File: config.mk
export PLATFORM = sky130hd
export DESIGN_NAME = mips_multicycle_ctrl_flat
export DESIGN_NICKNAME = d
export VERILOG_FILES = /design/src/rtl/mips_multicycle_ctrl_if.sv /design/src/rtl/mips_multicycle_ctrl.sv /design/src/flat_wrapper.sv
export SDC_FILE = /design/constraint.sdc
export NUM_CORES = 1
export LEC_CHECK = 0
export CORE_ASPECT_RATIO = 1.1
export CORE_UTILIZATION = 35
export DETAILED_ROUTE_END_ITERATION = 10
export HOLD_SLACK_MARGIN = 0.03
export PLACE_DENSITY = 0.79
export SYNTH_ARGS = -nofsm -noshare
export SYNTH_HDL_FRONTEND = slang
export SYNTH_SLANG_ARGS = --single-unit
File: constraint.sdc
create_clock -name clk -period 3 [get_ports clk]
set_input_delay 0.45 -clock clk [delete_from_list [all_inputs] [get_ports clk]]
set_output_delay 0.45 -clock clk [all_outputs]
set_load 0.01 [all_outputs]
File: src/rtl/mips_multicycle_ctrl_if.sv
// Control/handshake bundle between the multi-cycle controller (master) and the shared
// MIPS datapath plus unified memory port (slave).
interface mips_multicycle_ctrl_if;
   logic [31:0] instr;
   logic        alu_zero;
   logic        mem_ack;
   logic        mem_req;
   logic        mem_we;
   logic        iord;
   logic        ir_write;
   logic        pc_write;
   logic        pc_src;
   logic        alu_src_a;
   logic [1:0]  alu_src_b;
   logic [31:0] alu_instr;
   logic        reg_write;
   logic        reg_dst;
   logic        mem_to_reg;
   logic        instr_done;
   logic        err;

   modport master (
      input  instr, alu_zero, mem_ack,
      output mem_req, mem_we, iord, ir_write, pc_write, pc_src, alu_src_a, alu_src_b,
             alu_instr, reg_write, reg_dst, mem_to_reg, instr_done, err
   );

   modport slave (
      output instr, alu_zero, mem_ack,
      input  mem_req, mem_we, iord, ir_write, pc_write, pc_src, alu_src_a, alu_src_b,
             alu_instr, reg_write, reg_dst, mem_to_reg, instr_done, err
   );
endinterface

File: src/rtl/mips_multicycle_ctrl.sv
// Multi-cycle MIPS control FSM: fetch/decode/exec/mem/writeback sequencing with a
// req/ack memory handshake, memory timeout and a sticky error state.
module mips_multicycle_ctrl #(
   parameter int unsigned MEM_TIMEOUT = 16
) (
   input  logic                   clk,
   input  logic                   rst_n,
   mips_multicycle_ctrl_if.master bus
);
   localparam int unsigned CW = $clog2(MEM_TIMEOUT + 1);
   localparam logic [31:0] ALU_ADDU = 32'h0000_0021;

   typedef enum logic [2:0] {FETCH, DECODE, EXEC, MEM, WB, ERROR} state_e;

   state_e        state_q, state_d;
   logic [CW-1:0] cnt_q, cnt_d;

   logic [5:0] opcode, funct;
   logic       is_rtype, r_legal, is_imm, is_br, is_lw, is_sw, legal;

   logic        mem_req_c, mem_we_c, iord_c, ir_write_c, pc_write_c, pc_src_c;
   logic        alu_src_a_c, reg_write_c, reg_dst_c, mem_to_reg_c, instr_done_c, err_c;
   logic [1:0]  alu_src_b_c;
   logic [31:0] alu_instr_c;

   assign opcode   = bus.instr[31:26];
   assign funct    = bus.instr[5:0];
   assign is_rtype = (opcode == 6'h00);
   assign r_legal  = (funct == 6'h21) || (funct == 6'h23) || (funct == 6'h27) ||
                     (funct == 6'h00) || (funct == 6'h02);
   assign is_imm   = (opcode == 6'h09) || (opcode == 6'h0C);
   assign is_br    = (opcode == 6'h04) || (opcode == 6'h05);
   assign is_lw    = (opcode == 6'h23);
   assign is_sw    = (opcode == 6'h2B);
   assign legal    = (is_rtype && r_legal) || is_imm || is_br || is_lw || is_sw;

   always_ff @(posedge clk or negedge rst_n) begin
      if (!rst_n) begin
         state_q <= FETCH;
         cnt_q   <= '0;
      end else begin
         state_q <= state_d;
         cnt_q   <= cnt_d;
      end
   end

   always_comb begin
      state_d      = state_q;
      cnt_d        = cnt_q;
      mem_req_c    = 1'b0;
      mem_we_c     = 1'b0;
      iord_c       = 1'b0;
      ir_write_c   = 1'b0;
      pc_write_c   = 1'b0;
      pc_src_c     = 1'b0;
      alu_src_a_c  = 1'b0;
      alu_src_b_c  = 2'd0;
      alu_instr_c  = '0;
      reg_write_c  = 1'b0;
      reg_dst_c    = 1'b0;
      mem_to_reg_c = 1'b0;
      instr_done_c = 1'b0;
      err_c        = 1'b0;

      case (state_q)
         FETCH: begin
            mem_req_c   = 1'b1;
            alu_src_b_c = 2'd1;
            alu_instr_c = ALU_ADDU;
            if (bus.mem_ack) begin
               ir_write_c = 1'b1;
               pc_write_c = 1'b1;
               state_d    = DECODE;
            end else if (cnt_q == CW'(MEM_TIMEOUT - 1)) begin
               state_d = ERROR;
            end else begin
               cnt_d = cnt_q + CW'(1);
            end
         end
         DECODE: begin
            alu_src_b_c = 2'd3;
            alu_instr_c = ALU_ADDU;
            state_d     = legal ? EXEC : ERROR;
         end
         EXEC: begin
            alu_instr_c = bus.instr;
            alu_src_a_c = 1'b1;
            if (is_rtype) begin
               state_d = WB;
            end else if (is_imm) begin
               alu_src_b_c = 2'd2;
               state_d     = WB;
            end else if (is_lw || is_sw) begin
               alu_src_b_c = 2'd2;
               state_d     = MEM;
            end else if (is_br) begin
               // bne's ALU op reports equality inverted, so zero means taken for both
               pc_write_c   = bus.alu_zero;
               pc_src_c     = bus.alu_zero;
               instr_done_c = 1'b1;
               state_d      = FETCH;
            end else begin
               state_d = ERROR;
            end
         end
         MEM: begin
            mem_req_c = 1'b1;
            iord_c    = 1'b1;
            mem_we_c  = is_sw;
            if (bus.mem_ack) begin
               instr_done_c = is_sw;
               state_d      = is_sw ? FETCH : WB;
            end else if (cnt_q == CW'(MEM_TIMEOUT - 1)) begin
               state_d = ERROR;
            end else begin
               cnt_d = cnt_q + CW'(1);
            end
         end
         WB: begin
            reg_write_c  = 1'b1;
            reg_dst_c    = is_rtype;
            mem_to_reg_c = is_lw;
            instr_done_c = 1'b1;
            state_d      = FETCH;
         end
         ERROR: err_c = 1'b1;
         default: state_d = ERROR;
      endcase

      // Clearing on every state change covers entry into both FETCH and MEM
      if (state_d != state_q) cnt_d = '0;
   end

   // Reset gates the outputs directly so a pending request drops without waiting for a clock
   assign bus.mem_req    = rst_n & mem_req_c;
   assign bus.mem_we     = rst_n & mem_we_c;
   assign bus.iord       = rst_n & iord_c;
   assign bus.ir_write   = rst_n & ir_write_c;
   assign bus.pc_write   = rst_n & pc_write_c;
   assign bus.pc_src     = rst_n & pc_src_c;
   assign bus.alu_src_a  = rst_n & alu_src_a_c;
   assign bus.alu_src_b  = rst_n ? alu_src_b_c : 2'd0;
   assign bus.alu_instr  = rst_n ? alu_instr_c : '0;
   assign bus.reg_write  = rst_n & reg_write_c;
   assign bus.reg_dst    = rst_n & reg_dst_c;
   assign bus.mem_to_reg = rst_n & mem_to_reg_c;
   assign bus.instr_done = rst_n & instr_done_c;
   assign bus.err        = rst_n & err_c;
endmodule

File: src/flat_wrapper.sv
// flat-port wrapper written by rule: the top's interface ports become plain ports
module mips_multicycle_ctrl_flat 
#(
   parameter int unsigned MEM_TIMEOUT = 16
)
  (clk, rst_n, bus_instr, bus_alu_zero, bus_mem_ack, bus_mem_req, bus_mem_we, bus_iord, bus_ir_write, bus_pc_write, bus_pc_src, bus_alu_src_a, bus_alu_src_b, bus_alu_instr, bus_reg_write, bus_reg_dst, bus_mem_to_reg, bus_instr_done, bus_err);
  mips_multicycle_ctrl_if bus_i ();
  input  logic clk;
  input  logic rst_n;
  input wire logic [$bits(bus_i.instr)-1:0] bus_instr;
  input wire logic [$bits(bus_i.alu_zero)-1:0] bus_alu_zero;
  input wire logic [$bits(bus_i.mem_ack)-1:0] bus_mem_ack;
  output wire logic [$bits(bus_i.mem_req)-1:0] bus_mem_req;
  output wire logic [$bits(bus_i.mem_we)-1:0] bus_mem_we;
  output wire logic [$bits(bus_i.iord)-1:0] bus_iord;
  output wire logic [$bits(bus_i.ir_write)-1:0] bus_ir_write;
  output wire logic [$bits(bus_i.pc_write)-1:0] bus_pc_write;
  output wire logic [$bits(bus_i.pc_src)-1:0] bus_pc_src;
  output wire logic [$bits(bus_i.alu_src_a)-1:0] bus_alu_src_a;
  output wire logic [$bits(bus_i.alu_src_b)-1:0] bus_alu_src_b;
  output wire logic [$bits(bus_i.alu_instr)-1:0] bus_alu_instr;
  output wire logic [$bits(bus_i.reg_write)-1:0] bus_reg_write;
  output wire logic [$bits(bus_i.reg_dst)-1:0] bus_reg_dst;
  output wire logic [$bits(bus_i.mem_to_reg)-1:0] bus_mem_to_reg;
  output wire logic [$bits(bus_i.instr_done)-1:0] bus_instr_done;
  output wire logic [$bits(bus_i.err)-1:0] bus_err;
  assign bus_i.instr = bus_instr;
  assign bus_i.alu_zero = bus_alu_zero;
  assign bus_i.mem_ack = bus_mem_ack;
  assign bus_mem_req = bus_i.mem_req;
  assign bus_mem_we = bus_i.mem_we;
  assign bus_iord = bus_i.iord;
  assign bus_ir_write = bus_i.ir_write;
  assign bus_pc_write = bus_i.pc_write;
  assign bus_pc_src = bus_i.pc_src;
  assign bus_alu_src_a = bus_i.alu_src_a;
  assign bus_alu_src_b = bus_i.alu_src_b;
  assign bus_alu_instr = bus_i.alu_instr;
  assign bus_reg_write = bus_i.reg_write;
  assign bus_reg_dst = bus_i.reg_dst;
  assign bus_mem_to_reg = bus_i.mem_to_reg;
  assign bus_instr_done = bus_i.instr_done;
  assign bus_err = bus_i.err;
  mips_multicycle_ctrl #(.MEM_TIMEOUT(MEM_TIMEOUT)) u_core (.clk(clk), .rst_n(rst_n), .bus(bus_i));
endmodule
==> qor.yml <==
sta:
  max_freq_mhz: 353
  post-route-period-util_pct: 94.5
  fin_setup_tns_ns: 0
  max_slew.worst_pin.slew_ns: 0.643
  final_max_slew_viol_count: 0
  setup_slack_ns: 0.164
  fin_crit_ns: 2.84
  finalSetupViolCount: 0
  hold_viol: 0
  fin_skew_ns: 0.00969
  slew_headroom_pct: 56.9
  rsz0062_at_grt: "false"
setup_path:
  critical_path.startpoint_type: "primary input"
  rr_endpoint: "u_core.cnt_q[4]$_DFFE_PN0P_"
  timing.rr.start: "u_core.cnt_q[0]$_DFFE_PN0P_"
  cpMostUsedCell: "clkdlybuf4s50_1"
  worst-path-buf-inv: 3
  r2r_cells: 7
  r2r_setup_slack_ns: 0.76
  path_class: "in -> out"
  path_delay_family: "buffers and inverters"
  cp.required_ns: 2.55
  worst_setup_path_end_kind: "output pin"
  setup.worst_path.start: "bus_instr[29]"
  cp_cell_sequence: "clkdlybuf4s50_1 -> buf_4 -> nor4_4 -> nand2_1 -> nor2_1 -> clkdlybuf4s50_1"
  cp_slowest_cell: "clkdlybuf4s50_1"
  cp_slowest_stage_delay_ns: 0.55
  path_max_fanout: 7
  critPathArrivalTime_ns: 2.39
synth:
  synthFlopType: "dfrtp_1"
  yosys.area.top_type: "dfrtp_1"
  synth_edf_count: 0
  synth_fa_ha_area_share_pct: 2.18
  synth.yosys.seq_area_share_pct: 17.4
  netlist-cell-type-count: 49
  synthArstFlopShare_pct: 100
  synth_area_leaders: "dfrtp_1, and2_1, nor3_1"
  netlist_instances: 147
  synth_top_family_by_area: "simple AND/OR/NAND/NOR gates"
  syn-num-nets: 185
  synth_xor_area_share_pct: 3.82
  avgSynthCellArea_um2: 7.81
  muxShareOfSynthArea_pct: 0.872
  synth_compound_area_share_pct: 18.3
  synth-seq-cells: 8
  yosys_warnings: 0
  syn_area_mm2: 0.00115
  yosys.area_share.simple_pct: 49.3
  synth_top_area_share_pct: 17.4
pwr:
  comb_power_share_pct: 64.8
  irDropWorstVdd_mv: 0.454
  p_total_mw: 0.746
  power_frac_seq_pct: 23.9
  p_int_mw: 0.414
  power.share.clock_pct: 11.4
  total_leakage_power_nw: 0.887
  swShare_pct: 44.5
  power_density_mw_per_mm2: 360
  power.switching_mw: 0.332
place:
  place_ws_ns: 0.0222
  hpwl_um: 3250
  place_congestion: 0.871
  port_buffers: 81
  dp_cells: 265
detailed_routing:
  wl_met2_um: 2040
  ant_nets: 0
  wl_met1_um: 1710
  top_layer: "met4"
  drt_pass1_iterations: 4
  drc: 0
  wl_met3_um: 288
  first_iter_violations: 73
  dr_total_vias: 1409
  avgRoutedWirePerCell_um: 15.1
  wl_um: 4050
  post_drt_via_cell_ratio: 5.26
global_route:
  antenna_found_initial: 0
  grt_pass1_vias: 1433
  overflow: 0
  grt_max_degree: 33
  grt_util_all_layers_pct: 22.9
  grt_pass1_wl_um: 6380
hold_path:
  hp-class: "in -> async"
cells_and_area:
  layout.cells.non_filler: 268
  nets: 274
  antennaDiodeCount: 0
  areaGrowthSynthToFinish_pct: 80.5
  drive_above_1_share_pct: 12.4
  fin_util_pct: 67.4
clock_network:
  clock_sinks: 8
  cts_buffers: 3
  hold_buffers: 0
  clk_latency_ns: 0.25
  cts_setup_buffers: 0
  cts_root_buf: "clkbuf_4"
  cts_tree: "done"
  clkSlewWorstSetupHoldPaths_ns: 0.06
  clockBufferDepth: 2
  h-tree-depth: 1
job:
  maxCapViolCount: 0
status:
  run_status: "completed"
floorplanning:
  io_pins: 82
  die_w_um: 56.6
  start_util_pct: 37.3
  die_h_um: 62.1
  die-area_mm2: 0.00351
  core_region_area_mm2: 0.00307
  std_cell_rows: 21
-- how the worst max path moves through the flow --
| stage | endpoint | slack, ns | depth (start not counted) |
|---|---|---|---|
| final | bus_reg_dst | 0.16 | 6 |
| after global routing | bus_reg_dst | 0.08 | 6 |
| after CTS | bus_instr_done | 0.008 | 8 |
| after detailed placement | bus_instr_done | 0.02 | 8 |
| after global placement | bus_alu_src_b[1] | 0.04 | 7 |
| after floorplan | bus_alu_src_b[1] | 0.87 | 6 |
-- kinds of logic (layout without fill, tap and decap cells) --
kind of cell	count (synthesis)	in the layout
flip-flops	8	8
AO/OA/AOI/OAI	27	27
XOR/XNOR	5	5
buffers and inverters	15	102
adder cells (fa/ha/maj)	2	2
multiplexers	1	1
AND/OR/NAND/NOR	89	89
-- placed cells by master, fill, tap and decap left out, types with 2 or more instances in the layout --
cell,synthesis,routed
a21o_1,2,2
a21oi_1,5,5
a31oi_1,2,2
a32oi_1,2,2
and2_1,30,30
and2_2,2,2
and3_1,4,4
buf_4,0,13
clkbuf_4,0,3
clkdlybuf4s50_1,0,77
dfrtp_1,8,8
dlymetal6s2s_1,0,4
ha_1,2,2
inv_1,4,4
nand2_1,11,11
nand2b_1,3,3
nand3_1,3,3
nor2_1,10,10
nor2b_1,2,2
nor3_1,10,9
nor4_4,2,3
o21ai_0,2,2
o311ai_1,2,2
o41ai_1,2,2
or3_1,2,2
xnor2_1,2,2
xor2_1,3,3
-- power groups by stage --
stage	clock network, mW	registers (mW)	logic [mW]
after floorplan	0	0.152	0.310
after global placement	0	0.175	0.472
after detailed placement	0	0.178	0.478
after CTS	0.0859	0.176	0.481
after global routing	0.0907	0.182	0.526
final	0.0847	0.178	0.483
-- layer usage --
layer / vias up / track usage [%]
li1: 698 / -
met1: 636 / 27.8
met2: 73 / 42.9
met3: 2 / 3.93
met4: 0 / 5.57
met5: - / 0
-- through the flow --
stage	instance area (um2)	hold WS, ns
floorplan	1150	0.154
global placement	2030	0.567
detailed placement	2030	0.597
CTS	2050	0.548
global route	2070	0.553
finish	2070	0.542
-- state kept, by name (all words and copies together) (netlist names) --
| register | count |
|---|---|
| u_core.state_q | 3 |
| u_core.cnt_q | 5 |
-- synth_stat cells (2+ instances only) --
| cell | number |
|---|---|
| inv_1 | 4 |
| a21o_1 | 2 |
| and2_2 | 2 |
| xor2_1 | 3 |
| nor2b_1 | 2 |
| nor4_4 | 2 |
| o41ai_1 | 2 |
| nor2_1 | 10 |
| or3_1 | 2 |
| and2_1 | 30 |
| nor3_1 | 10 |
| clkbuf_1 | 5 |
| dfrtp_1 | 8 |
| a32oi_1 | 2 |
| o311ai_1 | 2 |
| a21oi_1 | 5 |
| ha_1 | 2 |
| buf_6 | 2 |
| xnor2_1 | 2 |
| nand2_1 | 11 |
| clkbuf_8 | 2 |
| a31oi_1 | 2 |
| and3_1 | 4 |
| nand3_1 | 3 |
| o21ai_0 | 2 |
| nand2b_1 | 3 |
-- final cells by class --
cell class	instances	area [um2]
Clock buffer	3	22.5
Multi-Input combinational cell	124	868
Sequential cell	8	200
Fill cell	265	1000
Tap cell	34	42.5
Timing Repair Buffer	94	918
Inverter	5	18.8
-- worst register-to-register path, delay by kind of cell (launching register included) --
family / cells / cell delay (ns)
AOI/OAI and AO/OA: 3 / 0.79
adders and majority gates: 2 / 0.51
and+or+nand+nor: 2 / 0.46
DFF: 1 / 0.41
-- what timing repair did --
item | in CTS | in global routing
gates resized for setup | 0 | 5
setup endpoints to repair | 0 | 3
endpoints found under the hold margin | 0 | 0
No activity file was read; power rests on OpenSTA's default activity.
